**src/rtl/cpu_control_sequencer_pkg.sv**
```systemverilog
// Shared encodings for the accumulator CPU control sequencer: micro-states,
// opcodes, bus mux selects and ALU operations.
package cpu_ctrl_pkg;

  typedef enum logic [3:0] {
    ST_FETCH_A  = 4'h0,
    ST_FETCH_R  = 4'h1,
    ST_DECODE   = 4'h2,
    ST_OPND_A   = 4'h3,
    ST_OPND_R   = 4'h4,
    ST_EX_ADDR  = 4'h5,
    ST_EX_READ  = 4'h6,
    ST_EX_ALU   = 4'h7,
    ST_EX_STORE = 4'h8,
    ST_EX_JUMP  = 4'h9,
    ST_HALT     = 4'hF
  } state_t;

  localparam logic [3:0] OP_NOP = 4'h0;
  localparam logic [3:0] OP_LDA = 4'h1;
  localparam logic [3:0] OP_STA = 4'h2;
  localparam logic [3:0] OP_ADD = 4'h3;
  localparam logic [3:0] OP_SUB = 4'h4;
  localparam logic [3:0] OP_AND = 4'h5;
  localparam logic [3:0] OP_JMP = 4'h6;
  localparam logic [3:0] OP_JZ  = 4'h7;
  localparam logic [3:0] OP_JC  = 4'h8;
  localparam logic [3:0] OP_HLT = 4'hF;

  localparam logic [1:0] BUS_MEM = 2'd0;
  localparam logic [1:0] BUS_ACC = 2'd1;
  localparam logic [1:0] BUS_PC  = 2'd2;
  localparam logic [1:0] BUS_DR  = 2'd3;

  localparam logic [1:0] ALU_ADD  = 2'd0;
  localparam logic [1:0] ALU_SUB  = 2'd1;
  localparam logic [1:0] ALU_AND  = 2'd2;
  localparam logic [1:0] ALU_PASS = 2'd3;

  // Opcodes 0..8 and F are defined; 9..E trap into HALT.
  function automatic logic is_legal(input logic [3:0] op);
    return (op <= OP_JC) || (op == OP_HLT);
  endfunction

  // Instructions that go through the ALU and update the flags.
  function automatic logic is_arith(input logic [3:0] op);
    return (op == OP_ADD) || (op == OP_SUB) || (op == OP_AND);
  endfunction

  function automatic logic is_jump(input logic [3:0] op);
    return (op == OP_JMP) || (op == OP_JZ) || (op == OP_JC);
  endfunction

endpackage

```
**src/rtl/cpu_control_sequencer_step_pulse_gen.sv**
```systemverilog
// Single-cycle rising-edge detector for the debounced panel step level.
// The history register tracks the input unconditionally so the consumer can
// freeze without a stale edge appearing later.
module step_pulse_gen (
  input  logic clk,
  input  logic reset_n,
  input  logic step,
  output logic step_rise
);

  logic step_q;

  // Remember last cycle's step level.
  always_ff @(posedge clk or negedge reset_n) begin
    if (!reset_n) step_q <= 1'b0;
    else          step_q <= step;
  end

  assign step_rise = step && !step_q;

endmodule

```
**src/rtl/cpu_control_sequencer.sv**
```systemverilog
// Microcoded control sequencer for the 8-bit accumulator CPU. Walks the
// fetch / operand / execute micro-states and raises datapath strobes only in
// cycles where the sequencer actually advances.
module cpu_control_sequencer
  import cpu_ctrl_pkg::*;
(
  input  logic       clk,
  input  logic       reset_n,
  input  logic       run,
  input  logic       step,
  input  logic       manual_en,
  input  logic [3:0] ir_opcode,
  input  logic       flags_z,
  input  logic       flags_c,
  output logic [1:0] bus_sel,
  output logic       ar_load,
  output logic       ir_load,
  output logic       dr_load,
  output logic       acc_load,
  output logic       pc_load,
  output logic       pc_inc,
  output logic       mem_cs,
  output logic       mem_we,
  output logic       flags_load,
  output logic [1:0] alu_op,
  output logic [3:0] state,
  output logic       halted,
  output logic       illegal,
  output logic [7:0] instr_count
);

  state_t     cur_state;
  state_t     next_state;
  logic       step_rise;
  logic       advance;
  logic       set_illegal;
  logic       count_fetch;
  logic       jump_taken;

  step_pulse_gen u_step (
    .clk       (clk),
    .reset_n   (reset_n),
    .step      (step),
    .step_rise (step_rise)
  );

  assign halted  = (cur_state == ST_HALT);
  assign state   = cur_state;
  // reset_n is folded in so no strobe can leak out while reset is held.
  assign advance = reset_n && !manual_en && !halted && (run || step_rise);

  assign jump_taken = (ir_opcode == OP_JMP) ||
                      ((ir_opcode == OP_JZ) && flags_z) ||
                      ((ir_opcode == OP_JC) && flags_c);

  // Micro-state, illegal flag and fetched-instruction counter.
  always_ff @(posedge clk or negedge reset_n) begin
    if (!reset_n) begin
      cur_state   <= ST_FETCH_A;
      illegal     <= 1'b0;
      instr_count <= 8'd0;
    end else begin
      cur_state <= next_state;
      if (set_illegal) illegal <= 1'b1;
      if (count_fetch) instr_count <= instr_count + 8'd1;
    end
  end

  // Next-state and strobe decode; bus_sel/alu_op follow the state, strobes need advance.
  always_comb begin
    next_state  = cur_state;
    bus_sel     = BUS_MEM;
    alu_op      = ALU_PASS;
    ar_load     = 1'b0;
    ir_load     = 1'b0;
    dr_load     = 1'b0;
    acc_load    = 1'b0;
    pc_load     = 1'b0;
    pc_inc      = 1'b0;
    mem_cs      = 1'b0;
    mem_we      = 1'b0;
    flags_load  = 1'b0;
    set_illegal = 1'b0;
    count_fetch = 1'b0;
    case (cur_state)
      ST_FETCH_A: begin
        bus_sel = BUS_PC;
        if (advance) begin
          ar_load    = 1'b1;
          next_state = ST_FETCH_R;
        end
      end
      ST_FETCH_R: begin
        bus_sel = BUS_MEM;
        if (advance) begin
          mem_cs      = 1'b1;
          ir_load     = 1'b1;
          pc_inc      = 1'b1;
          count_fetch = 1'b1;
          next_state  = ST_DECODE;
        end
      end
      ST_DECODE: begin
        if (advance) begin
          if (ir_opcode == OP_NOP) begin
            next_state = ST_FETCH_A;
          end else if (ir_opcode == OP_HLT) begin
            next_state = ST_HALT;
          end else if (!is_legal(ir_opcode)) begin
            next_state  = ST_HALT;
            set_illegal = 1'b1;
          end else begin
            next_state = ST_OPND_A;
          end
        end
      end
      ST_OPND_A: begin
        bus_sel = BUS_PC;
        if (advance) begin
          ar_load    = 1'b1;
          next_state = ST_OPND_R;
        end
      end
      ST_OPND_R: begin
        bus_sel = BUS_MEM;
        if (advance) begin
          mem_cs     = 1'b1;
          dr_load    = 1'b1;
          pc_inc     = 1'b1;
          next_state = is_jump(ir_opcode) ? ST_EX_JUMP : ST_EX_ADDR;
        end
      end
      ST_EX_ADDR: begin
        bus_sel = BUS_DR;
        if (advance) begin
          ar_load    = 1'b1;
          next_state = (ir_opcode == OP_STA) ? ST_EX_STORE : ST_EX_READ;
        end
      end
      ST_EX_READ: begin
        bus_sel = BUS_MEM;
        if (advance) begin
          mem_cs     = 1'b1;
          dr_load    = 1'b1;
          next_state = ST_EX_ALU;
        end
      end
      ST_EX_ALU: begin
        case (ir_opcode)
          OP_ADD:  alu_op = ALU_ADD;
          OP_SUB:  alu_op = ALU_SUB;
          OP_AND:  alu_op = ALU_AND;
          default: alu_op = ALU_PASS;
        endcase
        if (advance) begin
          acc_load   = 1'b1;
          flags_load = is_arith(ir_opcode);
          next_state = ST_FETCH_A;
        end
      end
      ST_EX_STORE: begin
        bus_sel = BUS_ACC;
        if (advance) begin
          mem_cs     = 1'b1;
          mem_we     = 1'b1;
          next_state = ST_FETCH_A;
        end
      end
      ST_EX_JUMP: begin
        bus_sel = BUS_DR;
        if (advance) begin
          pc_load    = jump_taken;
          next_state = ST_FETCH_A;
        end
      end
      ST_HALT: begin
        next_state = ST_HALT;
      end
      default: begin
        next_state = ST_FETCH_A;
      end
    endcase
  end

endmodule
```
**config.mk**
```make
export PLATFORM = sky130hd
export DESIGN_NAME = cpu_control_sequencer
export DESIGN_NICKNAME = d
export VERILOG_FILES = /design/src/rtl/cpu_control_sequencer_pkg.sv /design/src/rtl/cpu_control_sequencer_step_pulse_gen.sv /design/src/rtl/cpu_control_sequencer.sv
export SDC_FILE = /design/constraint.sdc
export NUM_CORES = 1
export LEC_CHECK = 0
export CORE_MARGIN = 1
export CORE_UTILIZATION = 25
export DETAILED_ROUTE_END_ITERATION = 10
export DONT_BUFFER_PORTS = 1
export PLACE_DENSITY_LB_ADDON = 0.15
export SLEW_MARGIN = 20
export SYNTH_ARGS = -nofsm -noshare
export SYNTH_HDL_FRONTEND = slang
export SYNTH_SLANG_ARGS = --single-unit
```
**constraint.sdc**
```tcl
create_clock -name clk -period 2.9 [get_ports clk]
set_input_delay 0.29 -clock clk [delete_from_list [all_inputs] [get_ports clk]]
set_output_delay 0.29 -clock clk [all_outputs]
set_load 0.1 [all_outputs]
```
=== Yosys cells after proc, flatten, opt, wreduce, memory -nomap -nowiden ===
Cells that the tools add are included.

* Input bits: 11
* Output and inout port bits: 27
* Register bits: 14
* Logic and storage cells: 93

* Order comparisons: 1
* Add/sub/neg operators: 1
* Equality and inequality tests: 26
* Reductions and logical operators: 27
* Muxes and demuxes: 34

{| class="wikitable"
|+ Operator list
! operator !! number
|-
| $mux W4 || 13
|-
| $pmux W4 S9 || 1
|-
| $eq A4 B3 Y1 const B || 8
|-
| $eq A4 B4 Y1 const B || 5
|-
| $mux W1 || 17
|-
| $eq A4 B2 Y1 const B || 4
|-
| $ne A2 B2 Y1 const B || 7
|-
| $pmux W2 S3 || 2
|-
| $add A8 B1 Y8 const B || 1
|-
| $logic_not A4 Y1 || 2
|-
| $logic_or A1 B1 Y1 || 8
|-
| $reduce_and A8 Y1 || 1
|-
| $reduce_or A2 Y1 || 4
|-
| $logic_and A1 B1 Y1 || 6
|-
| $reduce_or A3 Y1 || 2
|-
| $eq A4 B1 Y1 const B || 1
|-
| $le A4 B4 Y1 const B || 1
|-
| $reduce_or A4 Y1 || 1
|-
| $logic_not A1 Y1 || 3
|-
| $mux W2 || 1
|-
| $ne A2 B1 Y1 const B || 1
|}

=== Longest topological paths before layout ===
* Depth after elaboration: 7
* Mapped depth: 6
* Mapped depth without buffers: 5

=== By module ===
A second synthesis with hierarchy kept.

* Cell total of the unflattened synthesis: 125
* Area, all modules: 1093.5 um^2

{| class="wikitable"
|+ Modules (own cells, without submodules)
! module !! cells each !! times used !! area each (um^2) !! sequential area each (um^2)
|-
| cpu_control_sequencer || 123 || 1 || 1054.8 || 325.3
|-
| step_pulse_gen || 2 || 1 || 38.8 || 25.0
|}

=== Least setup slack after synthesis ===
OpenSTA, ideal clock, no wires.

* Kind: reg-to-output
* From: register cur_state[3] (netlist: state[3])
* To: output pc_load
* Required time: 2.610 ns
* Path buffers: 1
* Slack: -1.789 ns
* Arrival: 4.399 ns
* Cell stages (with the launch flop): 4
* Path through: dfrtp_1 clkbuf_1 nand2b_1 nor4_1

* Longest elaborated chain between the ends: 6
* Elaborated cells between the ends (all ways): 7
* Those cells by class: eq/ne (2); mux (2); reduce/logical (3)

{| class="wikitable"
|+ Ends and longest elaborated chain
! what !! RTL line !! RTL
|-
| start, declared || cpu_control_sequencer.sv:32 || <nowiki>state_t cur_state;</nowiki>
|-
| start signal, assigned || cpu_control_sequencer.sv:63 || <nowiki>cur_state <= next_state;</nowiki>
|-
| $eq A4 B4 Y1 || cpu_control_sequencer.sv:47 || <nowiki>assign halted = (cur_state == ST_HALT);</nowiki>
|-
| $logic_not A1 Y1 || cpu_control_sequencer.sv:50 || <nowiki>assign advance = reset_n && !manual_en && !halted && (run || step_rise);</nowiki>
|-
| $logic_and A1 B1 Y1 (2 in series) || cpu_control_sequencer.sv:50 ||
|-
| $mux W1 || cpu_control_sequencer.sv:171 || <nowiki>if (advance) begin</nowiki>
|-
| $mux W1 * || cpu_control_sequencer.sv:85 || <nowiki>case (cur_state)</nowiki>
|-
| end, declared || cpu_control_sequencer.sv:20 || <nowiki>output logic pc_load,</nowiki>
|}

Every way passes the cells marked *; elsewhere a longest branch is shown, timed or not.

=== Worst setup path in the final report ===
* From: register cur_state[1] (netlist: state[1])
* To: output ir_load

* Longest elaborated chain between the ends: 6
* Elaborated cells between the ends (all ways): 7
* Those cells by class: eq/ne (2); mux (2); reduce/logical (3)

{| class="wikitable"
|+ Ends and longest elaborated chain
! what !! RTL line !! RTL
|-
| $eq A4 B4 Y1 || cpu_control_sequencer.sv:47 ||
|-
| $logic_not A1 Y1 || cpu_control_sequencer.sv:50 ||
|-
| $logic_and A1 B1 Y1 (2 in series) || cpu_control_sequencer.sv:50 ||
|-
| $mux W1 || cpu_control_sequencer.sv:95 || <nowiki>if (advance) begin</nowiki>
|-
| $mux W1 * || cpu_control_sequencer.sv:85 ||
|-
| end, declared || cpu_control_sequencer.sv:17 || <nowiki>output logic ir_load,</nowiki>
|}

Marks and branches as above.

==> results by group <==
Global route
  • Routing usage on met3: ~1.7%
  • First-pass GRT wire length: 4.554 mm
  • Gr usage total: 13.37%
  • Initial antenna violation count: 0
  • Gr busiest metal: met2
  • Total gr overflow: 0
  • Largest net degree at the start of global routing: 24
  • Met2 Resource Use GR: 21.30%
  • Met1 Use GR: 18.06%
  • Vias in the first global route: between 900 and 1000

STA
  • Pin slew with the least headroom to its limit: 963.6 ps
  • Final period utilization: around 84%
  • Setup TNS: 0 ps
  • RSZ-0062 raised after global routing: false
  • Headroom to the max-slew limit: around 36%
  • Slew Viols, Final: 0
  • Clock period minus worst slack: 2446 ps
  • Max Freq: 0.4088 GHz
  • Hold WS: about 75 ps
  • Clk_skew: ~0.6 ps
  • Count of final hold-check violations: 0
  • # setup viols final: 0

Synthesis
  • Area contributors post-synth: dfrtp_1, xnor2_1, nand2b_1, a21oi_1, nor2_1
  • Syn Area/Cell: approximately 8.5 sq um
  • EDFF count, synth: 0
  • Cells after Synth: ~120
  • Yosys top cell area share: 33.73%
  • Syn_nets: 134
  • Flops & latches, synth: 14
  • Post-synth top area cell: dfrtp_1
  • Synth warnings: 0
  • Cell variety after synth: 42
  • Post-synth ARST share: 100.0%
  • Main flop type after synthesis: dfrtp_1
  • Synth Cell Area: 1038 sq um
  • Register area share after synthesis: 33.73%

CTS
  • TritonCTS clock tree: yes
  • Root Buffer: clkbuf_8
  • Postcts setup bufs: 0
  • H-tree depth: 1
  • Number of buffers created by CTS: 3
  • Clock latency on the worst-skew pair: 240 ps
  • Longest Clk Path Bufs: 2
  • CTS sink cnt: 14
  • CTS resizes: 0
  • Cts hold-fix bufs: 1
  • Clock slew at the register clock pins of the worst setup and hold paths: about 60 ps

Drt
  • Initial DRC count: 33
  • Drc violations: 1
  • Vias: about 1000
  • DR vias/cell: 5.114
  • DR WL/cell: about 14 um
  • Antenna viol nets, final: 0
  • First-pass DRT Iterations: 7
  • Final WL: 2.731 mm

Final layout
  • Share of layout cells above drive strength 1: between 30% and 40%
  • Non-Filler Instances: 193
  • N_diodes: 0
  • Most frequent cells in the layout: buf_4, dfrtp_1, a21oi_1, nand2b_1, nand2_1
  • Layout area overhead: 35.66%
  • Nets: 156
  • Final Instance Area: 1409 sq um
  • # fillers: 406
  • Commonest non-fill, non-tap cell in the layout: buf_4

Die
  • Die X-Extent: about 66 um
  • Core area: 4000 sq um
  • Chip height: 66.45 um
  • Initial Utilization: between 20% and 30%
  • I/O pins: 38
  • Site Rows: 23
  • Die area: 4416 sq um

Critical path
  • Worst setup path class: reg -> out
  • Critical Path AT: 2160 ps
  • Startpoint type of the worst setup path: flip-flop
  • Worst-path maximum fanout: 23
  • Worst Setup End Kind: primary output
  • Data required time of the worst path: between 2000 and 3000 ps

Outcome
  • Failing checks: DRC
  • Status: complete, but fails checks

Power
  • Pleak: approximately 0.59 nW
  • VDD IR max: 0.8960 mV
  • PD cells: 968.8 nW/um^2

Flow run
  • Max-cap violations: 0

Placement
  • Placed cell areas: 1354 sq um
  • Port bufs: 0
  • GP Congestion: between 0.7 and 0.8
  • Post-DP HPWL: 1.963 mm
  • Inst Count DP: 188

Worst hold path
  • HP Class: in -> reg
==> cells by family (layout without fill, tap and decap cells) <==
group           Yosys count  in the layout  share of synthesized area, %
buf+inv                  12             33                         4.337
compound gates           30             30                         21.93
fa+ha+maj                 1              1                         1.205
xor+xnor                  8              8                         6.747
simple gates             56             56                         30.96
flops                    14             14                         33.74
mux                       1              1                         1.084
==> sequential cells by signal (all words and copies together), names as in the netlist <==
register,flops
state,4
instr_count,8
u_step.step_q,1
illegal,1
==> routing by layer <==
metal	routed length [um]	part of all wire [%]
met1	1333	49
met2	1239	45
met3	114	4.2
met4	44	1.6
met5	0	0
==> final timing paths <==
check / from / to / slack (ps) / cells past startpoint
max in group asynchronous: reset_n / state[0] / 1900 / 1
worst min-delay path: step / u_step.step_q / 70 / 0
worst max register to register: state[1] / instr_count[7] / 640 / 5
worst min register to register: instr_count[5] / instr_count[5] / 510 / 1
min in group asynchronous: reset_n / instr_count[3] / 520 / 1
worst max-delay path: state[1] / ir_load / 450 / 3
==> report_power, final <==
part / total, mW / internal, mW / leakage (nW) / switching [mW]
clock network: 0.161 / 0.0970 / 0.0228 / 0.0644
logic: 0.831 / 0.221 / 0.394 / 0.610
registers: 0.373 / 0.242 / 0.174 / 0.131
==> cell type report <==
class / count / area (sq um) / area share (%)
multi-input cells: 96 / 714.4 / 50.71
flip-flops and latches: 14 / 360.3 / 25.58
repair buffers: 26 / 215.2 / 15.28
well taps: 50 / 62.56 / 4.441
clock buffers: 4 / 45.04 / 3.197
inverters: 3 / 11.26 / 0.7993
==> metrics by stage <==
stage / utilization (%) / setup slack [ps] / total power, mW
global route: 35.22 / 367.3 / 1.444
finish: 35.22 / 453.8 / 1.365
CTS: 35.22 / 461.2 / 1.372
detailed placement: 33.84 / 662.3 / 1.202
floorplan: - / -304.1 / 1.037
global placement: 33.84 / 714.0 / 1.200
==> worst max-delay path, stage by stage (launching register included) <==
cell and delay, ps:
dfrtp_2 560, or3b_4 450, a2111oi_4 500, buf_4 390
==> cell usage after synthesis (all sizes together) (2+ instances only) <==
cell	instances
inv	3
or3	2
nand4	4
a21oi	9
nand2b	8
nor2	11
dfrtp	14
nor3	5
o21a	2
o22ai	3
clkbuf	8
xnor2	6
o31a	2
nand3	5
nor4	2
nand2	7
nor2b	4
a2111oi	2
nor4b	2
xor2	2
a21o	2
Note: power is estimated with default switching activity, not from simulation.
